<file path="src/rtl/kitchen_suppression_actuator_ctrl_if.sv">
// rtl/kitchen_suppression_actuator_ctrl_if.sv - detector/valve/fan signal bundle for the suppression actuator controller
// Purpose: groups the detector, limit-switch, operator and actuator signals.
// Ports (slave = controller view):
//   sprinkler_req, vent_req, valve_open_ack, manual_reset : asynchronous inputs
//   valve_cmd, fan_cmd, alarm, fault                      : registered outputs
//   state[2:0]                                            : sprinkler FSM state code
interface kitchen_suppression_actuator_ctrl_if;
    logic       sprinkler_req;
    logic       vent_req;
    logic       valve_open_ack;
    logic       manual_reset;
    logic       valve_cmd;
    logic       fan_cmd;
    logic       alarm;
    logic       fault;
    logic [2:0] state;

    modport master (
        output sprinkler_req, vent_req, valve_open_ack, manual_reset,
        input  valve_cmd, fan_cmd, alarm, fault, state
    );

    modport slave (
        input  sprinkler_req, vent_req, valve_open_ack, manual_reset,
        output valve_cmd, fan_cmd, alarm, fault, state
    );
endinterface

</file>
<file path="src/rtl/kitchen_suppression_actuator_ctrl.sv">
// rtl/kitchen_suppression_actuator_ctrl.sv - kitchen sprinkler valve FSM with ventilation fan run-on
// Purpose: drives the sprinkler valve from detector demand with limit-switch
// supervision, and the ventilation fan with a run-on hold after demand drops.
// Ports:
//   clk   : system clock, rising edge
//   rst_n : asynchronous active-low reset
//   io    : slave modport of kitchen_suppression_actuator_ctrl_if
module kitchen_suppression_actuator_ctrl #(
    parameter int MIN_SPRAY   = 16,
    parameter int ACK_TIMEOUT = 8,
    parameter int VENT_HOLD   = 32
) (
    input  logic                              clk,
    input  logic                              rst_n,
    kitchen_suppression_actuator_ctrl_if.slave io
);
    typedef enum logic [2:0] {
        S_IDLE     = 3'd0,
        S_OPENING  = 3'd1,
        S_SPRAYING = 3'd2,
        S_CLOSING  = 3'd3,
        S_FAULT    = 3'd4
    } state_t;

    // The timer holds the number of completed edges in the current state, so
    // the cycle now in progress is timer+1; thresholds compare against N-1.
    localparam logic [15:0] LP_SPRAY_LAST = 16'(MIN_SPRAY - 1);
    localparam logic [15:0] LP_ACK_LAST   = 16'(ACK_TIMEOUT - 1);
    localparam logic [15:0] LP_VENT_HOLD  = 16'(VENT_HOLD);

    // Synchronizers: bit 0 req, 1 vent, 2 ack, 3 manual reset
    logic [3:0]  r_sync1;
    logic [3:0]  r_sync2;
    logic [3:0]  w_async_in;
    logic        w_req_s;
    logic        w_vent_s;
    logic        w_ack_s;
    logic        w_mr_s;

    state_t      r_state;
    state_t      w_state_nxt;
    logic [15:0] r_timer;
    logic [15:0] r_hold;
    logic [15:0] w_hold_nxt;
    logic        w_fan_src;
    logic        r_valve_cmd;
    logic        r_fan_cmd;
    logic        r_alarm;
    logic        r_fault;

    assign w_async_in = {io.manual_reset, io.valve_open_ack, io.vent_req, io.sprinkler_req};
    assign w_req_s    = r_sync2[0];
    assign w_vent_s   = r_sync2[1];
    assign w_ack_s    = r_sync2[2];
    assign w_mr_s     = r_sync2[3];

    always_ff @(posedge clk or negedge rst_n) begin
        if (!rst_n) begin
            r_sync1 <= 4'b0;
            r_sync2 <= 4'b0;
        end else begin
            r_sync1 <= w_async_in;
            r_sync2 <= r_sync1;
        end
    end

    always_comb begin
        w_state_nxt = r_state;
        case (r_state)
            S_IDLE: begin
                if (w_req_s) w_state_nxt = S_OPENING;
            end
            S_OPENING: begin
                if (w_ack_s)                      w_state_nxt = S_SPRAYING;
                else if (r_timer >= LP_ACK_LAST)  w_state_nxt = S_FAULT;
            end
            S_SPRAYING: begin
                // Loss of the open indication outranks the normal close.
                if (!w_ack_s)                                   w_state_nxt = S_FAULT;
                else if (r_timer >= LP_SPRAY_LAST && !w_req_s)  w_state_nxt = S_CLOSING;
            end
            S_CLOSING: begin
                if (w_req_s)                      w_state_nxt = S_OPENING;
                else if (!w_ack_s)                w_state_nxt = S_IDLE;
                else if (r_timer >= LP_ACK_LAST)  w_state_nxt = S_FAULT;
            end
            S_FAULT: begin
                if (w_mr_s && !w_req_s) w_state_nxt = S_CLOSING;
            end
            default: w_state_nxt = S_FAULT;
        endcase
    end

    // Fan sources are judged on the state being entered so fan and alarm
    // rise together; the hold counter only matters once sources go quiet.
    always_comb begin
        w_fan_src  = w_vent_s || (w_state_nxt != S_IDLE);
        w_hold_nxt = r_hold;
        if (w_fan_src)          w_hold_nxt = LP_VENT_HOLD;
        else if (r_hold != 0)   w_hold_nxt = r_hold - 16'd1;
    end

    always_ff @(posedge clk or negedge rst_n) begin
        if (!rst_n) begin
            r_state     <= S_IDLE;
            r_timer     <= 16'd0;
            r_hold      <= 16'd0;
            r_valve_cmd <= 1'b0;
            r_fan_cmd   <= 1'b0;
            r_alarm     <= 1'b0;
            r_fault     <= 1'b0;
        end else begin
            r_state <= w_state_nxt;
            if (w_state_nxt != r_state)  r_timer <= 16'd0;
            else if (r_timer != 16'hFFFF) r_timer <= r_timer + 16'd1;
            r_hold      <= w_hold_nxt;
            r_valve_cmd <= (w_state_nxt == S_OPENING) || (w_state_nxt == S_SPRAYING) ||
                           (w_state_nxt == S_FAULT);
            r_fan_cmd   <= w_fan_src || (w_hold_nxt != 16'd0);
            r_alarm     <= (w_state_nxt != S_IDLE);
            r_fault     <= (w_state_nxt == S_FAULT);
        end
    end

    assign io.valve_cmd = r_valve_cmd;
    assign io.fan_cmd   = r_fan_cmd;
    assign io.alarm     = r_alarm;
    assign io.fault     = r_fault;
    assign io.state     = r_state;
endmodule

</file>
<file path="src/flat_wrapper.sv">
// flat-port wrapper written by rule: the top's interface ports become plain ports
module kitchen_suppression_actuator_ctrl_flat 
#(
    parameter int MIN_SPRAY   = 16,
    parameter int ACK_TIMEOUT = 8,
    parameter int VENT_HOLD   = 32
)
  (clk, rst_n, io_sprinkler_req, io_vent_req, io_valve_open_ack, io_manual_reset, io_valve_cmd, io_fan_cmd, io_alarm, io_fault, io_state);
  kitchen_suppression_actuator_ctrl_if io_i ();
  input  logic clk;
  input  logic rst_n;
  input wire logic [$bits(io_i.sprinkler_req)-1:0] io_sprinkler_req;
  input wire logic [$bits(io_i.vent_req)-1:0] io_vent_req;
  input wire logic [$bits(io_i.valve_open_ack)-1:0] io_valve_open_ack;
  input wire logic [$bits(io_i.manual_reset)-1:0] io_manual_reset;
  output wire logic [$bits(io_i.valve_cmd)-1:0] io_valve_cmd;
  output wire logic [$bits(io_i.fan_cmd)-1:0] io_fan_cmd;
  output wire logic [$bits(io_i.alarm)-1:0] io_alarm;
  output wire logic [$bits(io_i.fault)-1:0] io_fault;
  output wire logic [$bits(io_i.state)-1:0] io_state;
  assign io_i.sprinkler_req = io_sprinkler_req;
  assign io_i.vent_req = io_vent_req;
  assign io_i.valve_open_ack = io_valve_open_ack;
  assign io_i.manual_reset = io_manual_reset;
  assign io_valve_cmd = io_i.valve_cmd;
  assign io_fan_cmd = io_i.fan_cmd;
  assign io_alarm = io_i.alarm;
  assign io_fault = io_i.fault;
  assign io_state = io_i.state;
  kitchen_suppression_actuator_ctrl #(.MIN_SPRAY(MIN_SPRAY), .ACK_TIMEOUT(ACK_TIMEOUT), .VENT_HOLD(VENT_HOLD)) u_core (.clk(clk), .rst_n(rst_n), .io(io_i));
endmodule
</file>
<file path="config.mk">
export PLATFORM = sky130hd
export DESIGN_NAME = kitchen_suppression_actuator_ctrl_flat
export DESIGN_NICKNAME = d
export VERILOG_FILES = /design/src/rtl/kitchen_suppression_actuator_ctrl_if.sv /design/src/rtl/kitchen_suppression_actuator_ctrl.sv /design/src/flat_wrapper.sv
export SDC_FILE = /design/constraint.sdc
export NUM_CORES = 1
export LEC_CHECK = 0
export CAP_MARGIN = 15
export CORE_MARGIN = 2
export CORE_UTILIZATION = 37
export DETAILED_ROUTE_END_ITERATION = 7
export GPL_ROUTABILITY_DRIVEN = 0
export SLEW_MARGIN = 15
export SYNTH_ARGS = -nofsm -noshare
export SYNTH_HDL_FRONTEND = slang
export SYNTH_SLANG_ARGS = --single-unit
</file>
<file path="constraint.sdc">
create_clock -name clk -period 3.3 [get_ports clk]
set_clock_uncertainty 0.1 [all_clocks]
set_input_delay 0.33 -clock clk [delete_from_list [all_inputs] [get_ports clk]]
set_output_delay 0.33 -clock clk [all_outputs]
set_load 0.01 [all_outputs]
</file>
==> key figures, run 1 <==
Critical path
  • Stages on worst setup path: 8
  • Reg-to-Reg End: u_core.io.fan_cmd$_DFF_PN0_
  • Critical-path cell list: inv_1, ha_1, nor3b_1, nand3_1, and2_1, a2111oi_2, nor4b_2, nand4_1
  • Data arrival, critical path: 2.54 ns
  • Worst r2r src: u_core.r_hold[0]$_DFF_PN0_
  • CP Max Fanout: 6
  • Crit-path max cell delay: 0.44 ns
  • CP Data Required Time: 3.38 ns
  • CP Launch Point: u_core.r_hold[0]$_DFF_PN0_
  • Crit path kind: reg2reg
  • Top Family by Delay on Critical Path: simple AND/OR/NAND/NOR gates
  • CP startpoint kind: flip-flop
  • Worst r2r path cells: 8
  • Buf/Inv on CP: 1
  • FF-to-FF setup slack: 0.84 ns
  • Crit path max-delay cell type: dfrtp_1
  • Setup crit end kind: flip-flop

Routing
  • Vias: 1882
  • ANT nets after route: 0
  • # DRC: 0
  • DRT Wirelength: 4900 um
  • Via density: 5.42
  • Routed len/inst: 14.1 um
  • Drt pass-1 iters: 4
  • 1st-iter DRT viols: 91

CTS
  • Clock Pin Slew Worst Setup and Hold Paths: 0.09 ns
  • Skew-Pair Late Insertion Delay: 0.30 ns
  • # clock sinks: 47
  • Total CTS buffers: 5
  • Setup bufs post-CTS: 0
  • Htree depth: 2
  • CTS tree: built
  • Root Buffer: clkbuf_8
  • Clock Path Buffers: 2

Place
  • IO buf count: 12
  • Placed Cells: 339
  • Dpl hpwl: 3440 um
  • Dpl ws: 0.895 ns

STA
  • Slew Viols, Final: 0
  • Fmax achieved: 407 MHz
  • Hold WS: 0.253 ns
  • Fin Setup TNS: 0 ns
  • Slew HR: 59.0%
  • RSZ-0062 raised after global routing: no
  • Setup-failing EPs final: 0
  • Final Worst Setup Slack: 0.840 ns
  • Worst Max-Slew Pin Slew: 0.615 ns
  • Tcrit/Tclk final: 74.5%
  • Final min period: 2.46 ns
  • Final count of hold timing violations: 0

Synth
  • Ys Warns: 0
  • Post-synth EDFFs: 0
  • Yosys top cell by area: dfrtp_1
  • Post-synthesis async set-or-reset flop share: 100%
  • Synthesis-stage register bit count: 47
  • Mapped cell area: 0.00257 mm^2
  • Main area contributors after synthesis: dfrtp_1, xnor2_1, nor2_1, nor3_1, nor2_2
  • Mean Syn Cell Area: 10.2 um^2
  • Synth Flop Type: dfrtp_1
  • Sequential-to-total area share from yosys stat: 45.8%
  • Cell count after synthesis: 252
  • Yosys top cell area share: 45.8%
  • Count of different cell masters after synthesis: 56
  • Syn nets: 261

Power
  • PwrDens: 695 mW/mm^2
  • Worst-case vdd ir drop: 0.213 mV
  • Leakage: 1.14 nW

Layout
  • Utilization after layout: 42.3%
  • P&R area growth vs syn: 11.2%
  • Antenna cell count: 0
  • Final Non-Filler Cells: 347
  • Net count, final: 276
  • Proportion of layout cells with a drive suffix above 1: 16.5%

Floorplan
  • Die area: 0.00762 mm^2
  • Boundary Pins: 13
  • DIE WIDTH: 87.3 um
  • Initial Util: 38.0%
  • Core ar.: 0.00676 mm^2
  • Rows: 30
  • Die extent in y: 87.3 um

Hold path
  • Worst hold path type: reg2reg
  • Worst hold start: u_core.r_sync1[0]$_DFF_PN0_
  • Hold depth: 0
  • WHS Endpoint: u_core.r_sync2[0]$_DFF_PN0_

Run status
  • Status: finished, final reports clean

Global route
  • Vias in the first global route: 1861
  • All-layer global routing usage: 14.3%
  • GR Overflow Total: 0
  • Global-route wire length before repair: 8720 um
  • Initial antenna violation count: 0
  • Largest net degree at the start of global routing: 48

Job
  • Max Cap Violations: 0
[logic make-up after synthesis]
family	count (synthesis)	share of synthesized area, %
AO/OA/AOI/OAI	34	9.69
XOR/XNOR	19	6.48
adder cells (fa/ha/maj)	3	1.46
buffers and inverters	10	2.58
flip-flops	47	45.8
multiplexers	5	2.05
AND/OR/NAND/NOR	134	32.0
[where the power goes]
part           switching (mW)  internal [mW]
Clock                   0.184          0.222
Sequential              0.117          0.658
Combinational           0.453          0.350
Total                   0.754           1.23
[cell usage in the layout, fill, tap and decap left out, types with 3 or more instances in the layout]
cell             count
a21oi_1             12
clkbuf_8             5
clkdlybuf4s50_1     11
dfrtp_1             47
ha_1                 3
inv_1                3
mux2i_1              3
nand2_1             17
nand2b_1             4
nand3_1              5
nand3b_1             3
nand4_1              5
nor2_1              34
nor2_2              11
nor3_1              15
nor3b_1              3
nor4_4               3
nor4b_1              3
o21ai_0              8
or2_2                4
or3_1                6
xnor2_1             15
xor2_1               4
[per-layer routing]
layer	global-route usage, %	up-vias	wire (um)
li1	-	931	-
met5	0	-	0
met1	19.6	915	2400
met3	3.22	6	151
met4	4.34	0	59
met2	22.5	30	2290
[flip-flops by register name, summed over array words and instances (netlist names)]
name / count
u_core.r_sync2: 4
u_core.io.alarm: 1
u_core.io.fan_cmd: 1
u_core.io.state: 3
u_core.r_hold: 16
u_core.io.fault: 1
u_core.r_sync1: 4
u_core.io.valve_cmd: 1
u_core.r_timer: 16
[cells in the mapped netlist (4+ instances only)]
library cell,count
nand3_1,5
a21oi_1,12
xor2_1,4
or3_1,6
nand2b_1,4
nor2_2,11
nor3_1,15
nand4_1,5
nor2_1,34
dfrtp_1,47
nand2_1,17
o21ai_0,8
or2_2,4
xnor2_1,15
[area by class of cell]
cell class	count	area (um^2)
tap	80	100
multi-input combinational	195	1330
timing repair buffer	14	135
fill	651	3900
clock buffer	6	72.6
sequential	47	1180
inverter	4	15.0
clock inverter	1	30.0
[worst max-delay path by stage]
stage               slack, ns                     endpoint
floorplan                1.16  u_core.io.fan_cmd$_DFF_PN0_
global placement         0.89  u_core.io.fan_cmd$_DFF_PN0_
detailed placement       0.89  u_core.io.fan_cmd$_DFF_PN0_
CTS                      0.85  u_core.io.fan_cmd$_DFF_PN0_
global route             0.63  u_core.io.fan_cmd$_DFF_PN0_
finish                   0.84  u_core.io.fan_cmd$_DFF_PN0_
[what timing repair did]
item                      4_1_cts  5_1_grt
gates resized for setup         0        0
hold buffers                    0        1
hold endpoints to repair        0       35
[stage by stage]
step	instance area (um^2)	total power [mW]
after global placement	2740	1.58
after detailed placement	2740	1.59
after floorplan	2570	1.39
final	2860	1.98
after global routing	2860	2.12
after CTS	2840	2.00
[worst register-to-register path, cell delays in order, from the launching register on]
cell and delay (ns):
dfrtp_1 0.44, inv_1 0.13, ha_1 0.22, nor3b_1 0.43
nand3_1 0.19, and2_1 0.22, a2111oi_2 0.27, nor4b_2 0.23
nand4_1 0.11
No activity file was read; power rests on OpenSTA's default activity.
==> inputs of run 2 (changes only) <==
Clock period 3.3 ns to 2.1 ns, I/O delays scaled along.
==> key figures, run 2 (synthesis results as in run 1) <==
Power
  • Reported net switching power: 1.43 mW (was 0.754 mW)
  • Net switching fraction of the power: 36.7% (was 38.0%)
  • Flop pwr share: 30.7% (was 39.1%)
  • Combinational share of power: 52.2% (was 40.5%)
  • Int Pwr: 2.46 mW (was 1.23 mW)
  • Leakage: 1.53 nW (was 1.14 nW)
  • Clock power share: 17.1% (was 20.5%)
  • PwrDens: 1090 mW/mm^2 (was 695 mW/mm^2)
  • Tot Pwr: 3.89 mW (was 1.98 mW)
  • Worst-case vdd ir drop: 0.551 mV (was 0.213 mV)

Routing
  • Via density: 5.09 (was 5.42)
  • Routed len/inst: 13.7 um (was 14.1 um)
  • Vias: 2116 (was 1882)
  • Drt pass-1 iters: 4 (unchanged)
  • 1st-iter DRT viols: 120 (was 91)
  • DRT Wirelength: 5710 um (was 4900 um)
  • ANT nets after route: 0 (unchanged)
  • # DRC: 0 (unchanged)

Critical path
  • CP Max Fanout: 5 (was 6)
  • Data arrival, critical path: 2.26 ns (was 2.54 ns)
  • CP startpoint kind: flip-flop (unchanged)
  • CP Data Required Time: 2.24 ns (was 3.38 ns)
  • Crit path kind: reg2reg (unchanged)
  • Setup crit end kind: flip-flop (unchanged)

Layout
  • Fill cells: 606 (was 651)
  • Net count, final: 344 (was 276)
  • Antenna cell count: 0 (unchanged)
  • Most common cell after layout, fill and taps aside: buf_4 (was dfrtp_1)
  • Most frequent cells in the layout: buf_4, dfrtp_1, nor2_1 (was dfrtp_1, nor2_1, nand2_1)
  • Proportion of layout cells with a drive suffix above 1: 41.7% (was 16.5%)
  • Register area: 0.00118 mm^2 (about the same)
  • Biggest regs: u_core.r_hold x16, u_core.r_timer x16 (unchanged)
  • P&R area growth vs syn: 39.0% (was 11.2%)
  • Final Non-Filler Cells: 416 (was 347)
  • Multi-input gate area: 0.00150 mm^2 (was 0.00133 mm^2)

STA
  • Setup-failing EPs final: 11 (was 0)
  • RSZ-0062 raised after global routing: yes (was no)
  • Final count of hold timing violations: 0 (unchanged)
  • Final min period: 2.12 ns (was 2.46 ns)
  • Hold WS: 0.205 ns (was 0.253 ns)
  • Slew HR: 72.6% (was 59.0%)
  • Fin Setup TNS: -0.0997 ns (was 0 ns)
  • Tcrit/Tclk final: 101% (was 74.5%)
  • Slew Viols, Final: 0 (unchanged)
  • Fmax achieved: 471 MHz (was 407 MHz)
  • Worst Max-Slew Pin Slew: 0.406 ns (was 0.615 ns)
  • Final Worst Setup Slack: -0.0210 ns (was 0.840 ns)

Global route
  • GR Overflow Total: 0 (unchanged)
  • Busiest grt layer: met2 (unchanged)
  • GR Util met1: 20.7% (was 19.6%)
  • Vias in the first global route: 2034 (was 1861)
  • M2 GR Usage: 24.3% (was 22.5%)
  • Initial antenna violation count: 0 (unchanged)
  • Largest net degree at the start of global routing: 21 (was 48)
  • All-layer global routing usage: 15.3% (was 14.3%)
  • Met3 usage: 3.22% (unchanged)
  • Global-route wire length before repair: 9250 um (was 8720 um)

Job
  • Max Cap Violations: 0 (unchanged)

CTS
  • Htree depth: 2 (unchanged)
  • # clock sinks: 47 (unchanged)
  • Total CTS buffers: 5 (unchanged)
  • Skew-Pair Late Insertion Delay: 0.30 ns (about the same)
  • CTS tree: built (unchanged)
  • Root Buffer: clkbuf_8 (unchanged)
  • Clock Path Buffers: 2 (unchanged)
  • Clock Pin Slew Worst Setup and Hold Paths: 0.09 ns (about the same)

Place
  • IO buf count: 12 (unchanged)
  • Placed Cells: 398 (was 339)
  • Dpl hpwl: 4070 um (was 3440 um)

Floorplan
  • Die area: 0.00762 mm^2 (unchanged)
  • Rows: 30 (unchanged)
  • Initial Util: 38.0% (unchanged)
  • DIE WIDTH: 87.3 um (unchanged)
  • Boundary Pins: 13 (unchanged)
  • Core ar.: 0.00676 mm^2 (unchanged)
  • Die extent in y: 87.3 um (unchanged)

Run status
  • Failing checks: negative setup slack
  • Status: complete, but fails checks (was finished, final reports clean)

Hold path
  • Worst hold path type: in2async (was reg2reg)
## run 2: power groups by stage
| stage | clock network, mW | registers, mW | logic [mW] |
|---|---|---|---|
| global placement | 0 | 1.19 | 1.69 |
| global route | 0.733 | 1.22 | 2.23 |
| detailed placement | 0 | 1.19 | 1.70 |
| CTS | 0.697 | 1.18 | 1.80 |
| floorplan | 0 | 1.18 | 1.02 |
| finish | 0.665 | 1.19 | 2.03 |
## run 2: cell type report
cell class	count	share of cell area [%]
Timing Repair Buffer	82	18.5
Multi-Input combinational cell	195	42.1
Clock inverter	3	1.23
Sequential cell	47	33.0
Tap cell	80	2.80
Inverter	4	0.421
Clock buffer	5	1.93
## run 2: critical path, cell delays in order (launching register included)
cell	delay, ns
dfrtp_1	0.42
nor4_4	0.33
and4_4	0.32
a31o_4	0.17
inv_2	0.03
a221o_2	0.41
buf_4	0.18
a21oi_2	0.10
## run 2: worst paths after layout
kind | from | end | slack (ns) | cells after the start
setup reg to reg | u_core.r_timer[8]$_DFFE_PN0P_ | u_core.r_timer[10]$_DFFE_PN0P_ | -0.02 | 7
min in group clk | io_valve_open_ack | u_core.r_sync1[2]$_DFF_PN0_ | 0.25 | 1
hold / removal | rst_n | u_core.r_hold[1]$_DFF_PN0_ | 0.20 | 2
max in group asynchronous | rst_n | u_core.r_timer[1]$_DFFE_PN0P_ | 1.14 | 3
hold reg to reg | u_core.r_sync1[2]$_DFF_PN0_ | u_core.r_sync2[2]$_DFF_PN0_ | 0.25 | 0
setup / recovery | u_core.r_timer[8]$_DFFE_PN0P_ | u_core.r_timer[10]$_DFFE_PN0P_ | -0.02 | 7
## run 2: per-layer routing
layer	vias to the layer above	wire length (um)
met4	0	105
met5	-	0
met2	30	2750
li1	1059	-
met3	10	158
met1	1017	2700
## run 2: metrics by stage
stage | util [%] | setup slack, ns | cell area (um^2)
after floorplan | - | 0.0490 | 2580
after global placement | 47.3 | -0.0564 | 3190
after detailed placement | 47.3 | -0.0885 | 3190
after CTS | 50.1 | -0.0172 | 3380
after global routing | 52.8 | -0.133 | 3570
final | 52.8 | -0.0210 | 3570
## run 2: what timing repair did
action                                  in CTS  in global routing
endpoints found under the hold margin        9                  0
pin swaps                                    5                 18
hold buffers                                 1                  0
resized for setup                           12                 28
setup buffers                                1                  8
endpoints found under the setup margin      18                 33
==> inputs of run 3 (changes only) <==
==> constraint.sdc (replaced) <==
create_clock -name clk -period 2.1 [get_ports clk]
set_clock_uncertainty 0.1 [all_clocks]
set_input_delay 0.63 -clock clk [delete_from_list [all_inputs] [get_ports clk]]
set_output_delay 0.63 -clock clk [all_outputs]
set_load 0.1 [all_outputs]
==> key figures, run 3 (synthesis results as in run 1) <==
Run status
  • Status: complete, but fails checks (unchanged)
  • Failing checks: negative setup slack (unchanged)

Power
  • Tot Pwr: 4.53 mW (was 3.89 mW)
  • PwrDens: 1220 mW/mm^2 (was 1090 mW/mm^2)
  • Worst-case vdd ir drop: 0.699 mV (was 0.551 mV)
  • Leakage: 1.52 nW (was 1.53 nW)

Critical path
  • Setup crit end kind: flip-flop (unchanged)
  • Reg-to-Reg End: u_core.r_timer[10]$_DFFE_PN0P_ (unchanged)
  • Worst r2r path cells: 8 (was 7)
  • CP Data Required Time: 2.24 ns (about the same)
  • Data arrival, critical path: 2.31 ns (was 2.26 ns)
  • CP startpoint kind: flip-flop (unchanged)
  • CP Max Fanout: 8 (was 5)
  • Crit path kind: reg2reg (unchanged)
  • Worst r2r src: u_core.r_timer[10]$_DFFE_PN0P_ (was u_core.r_timer[8]$_DFFE_PN0P_)
  • FF-to-FF setup slack: -0.07 ns (was -0.02 ns)

Layout
  • Final instance area: 0.00371 mm^2 (was 0.00357 mm^2)
  • Final Non-Filler Cells: 407 (was 416)
  • Net count, final: 335 (was 344)
  • Utilization after layout: 54.9% (was 52.8%)
  • Biggest regs: u_core.r_hold x16, u_core.r_timer x16 (unchanged)
  • P&R area growth vs syn: 44.4% (was 39.0%)
  • Most common cell after layout, fill and taps aside: buf_4 (unchanged)
  • Most frequent cells in the layout: buf_4, dfrtp_1, nor2_1 (unchanged)
  • Proportion of layout cells with a drive suffix above 1: 44.6% (was 41.7%)
  • Antenna cell count: 0 (unchanged)

CTS
  • Clock Path Buffers: 2 (unchanged)
  • Clock Pin Slew Worst Setup and Hold Paths: 0.09 ns (about the same)
  • Hold Buf Count CTS: 0 (was 1)
  • Total CTS buffers: 5 (unchanged)
  • Root Buffer: clkbuf_8 (unchanged)
  • CTS tree: built (unchanged)
  • Skew-Pair Late Insertion Delay: 0.30 ns (about the same)
  • Htree depth: 2 (unchanged)
  • # clock sinks: 47 (unchanged)

Routing
  • ANT nets after route: 0 (unchanged)
  • # DRC: 0 (unchanged)
  • Routed len/inst: 13.9 um (was 13.7 um)
  • Drt pass-1 iters: 4 (unchanged)
  • 1st-iter DRT viols: 65 (was 120)
  • DRT Wirelength: 5650 um (was 5710 um)
  • Via density: 5.09 (about the same)
  • Vias: 2073 (was 2116)

STA
  • Final min period: 2.17 ns (was 2.12 ns)
  • Slew HR: 73.8% (was 72.6%)
  • Final count of hold timing violations: 0 (unchanged)
  • Slew Viols, Final: 0 (unchanged)
  • Fin Setup TNS: -0.596 ns (was -0.0997 ns)
  • Fmax achieved: 461 MHz (was 471 MHz)
  • Final Worst Setup Slack: -0.0675 ns (was -0.0210 ns)
  • Tcrit/Tclk final: 103% (was 101%)
  • Worst Max-Slew Pin Slew: 0.388 ns (was 0.406 ns)
  • Setup-failing EPs final: 16 (was 11)
  • RSZ-0062 raised after global routing: yes (unchanged)

Floorplan
  • Die extent in y: 87.3 um (unchanged)
  • Rows: 30 (unchanged)
  • Boundary Pins: 13 (unchanged)
  • Die area: 0.00762 mm^2 (unchanged)
  • Core ar.: 0.00676 mm^2 (unchanged)
  • DIE WIDTH: 87.3 um (unchanged)
  • Initial Util: 38.0% (unchanged)

Global route
  • Initial antenna violation count: 0 (unchanged)
  • GR Overflow Total: 0 (unchanged)
  • Global-route wire length before repair: 9630 um (was 9250 um)
  • Vias in the first global route: 2063 (was 2034)
  • All-layer global routing usage: 15.9% (was 15.3%)
  • Largest net degree at the start of global routing: 38 (was 21)

Hold path
  • Worst hold path type: in2async (unchanged)

Place
  • Area post-placement: 0.00327 mm^2 (was 0.00319 mm^2)
  • Dpl hpwl: 3990 um (was 4070 um)
  • Placed Cells: 392 (was 398)
  • IO buf count: 12 (unchanged)

Job
  • Max Cap Violations: 0 (unchanged)
-- run 3: cell types whose count changed in the layout (fill, tap and decap cells not counted), sizes merged --
cell           change
dlygate4sd3        -1
buf                -1
bufinv             -1
clkinvlp           +1
clkdlybuf4s50      -7
-- run 3: worst max-delay path, stage by stage (launching register included) --
cell and delay (ns):
dfrtp_1 0.42, nor4_4 0.32, nand4_1 0.19, a21oi_2 0.21, buf_4 0.14, nand2_2 0.03
a221o_2 0.42, buf_12 0.18, a21oi_2 0.09
-- run 3: worst max path at each step --
| stage | start | to | slack (ns) | cells past startpoint |
|---|---|---|---|---|
| 6_report | u_core.r_timer[10]$_DFFE_PN0P_ | u_core.r_timer[10]$_DFFE_PN0P_ | -0.07 | 8 |
| 5_1_grt | u_core.r_hold[0]$_DFF_PN0_ | u_core.io.fan_cmd$_DFF_PN0_ | -0.22 | 9 |
| 4_1_cts | u_core.r_timer[10]$_DFFE_PN0P_ | u_core.r_timer[10]$_DFFE_PN0P_ | -0.02 | 7 |
| 3_5_place_dp | u_core.r_hold[0]$_DFF_PN0_ | u_core.io.fan_cmd$_DFF_PN0_ | -0.16 | 8 |
| 2_1_floorplan | u_core.io.state[1]$_DFF_PN0_ | u_core.r_timer[13]$_DFFE_PN0P_ | -0.03 | 8 |
| 3_3_place_gp | u_core.r_hold[0]$_DFF_PN0_ | u_core.io.fan_cmd$_DFF_PN0_ | -0.08 | 8 |
-- run 3: report_power, final --
group / switching (mW) / leakage [nW] / total [mW] / internal (mW)
registers: 0.198 / 0.608 / 1.25 / 1.05
clock network: 0.322 / 0.0443 / 0.560 / 0.238
logic: 1.46 / 0.872 / 2.72 / 1.26
-- run 3: timing repair --
item / in CTS / in global routing
pin swaps: 12 / 16
cloned: 0 / 0
resized for setup: 23 / 37
setup buffers: 5 / 2
endpoints found under the setup margin: 13 / 33
-- run 3: layer usage --
layer  vias up  wire length [um]  track usage [%]
met2        19              2710             25.3
met5         -                 0                0
met3         7                86             3.51
met4         0                62             4.20
met1       995              2790             21.8
li1       1052                 -                -
-- run 3: area by class of cell --
type / instances / area [um^2]
well taps: 80 / 100
clock inverters: 3 / 25.0
multi-input cells: 195 / 1610
flip-flops and latches: 47 / 1190
repair buffers: 73 / 699
clock buffers: 5 / 68.8
inverters: 4 / 15.0
fillers: 562 / 3050
-- run 3: per-stage QoR --
stage / setup WS [ns] / hold WS (ns)
2_1_floorplan: -0.0280 / 0.231
3_3_place_gp: -0.0807 / 0.234
3_5_place_dp: -0.164 / 0.235
4_1_cts: -0.0219 / 0.103
5_1_grt: -0.218 / 0.112
6_report: -0.0675 / 0.104
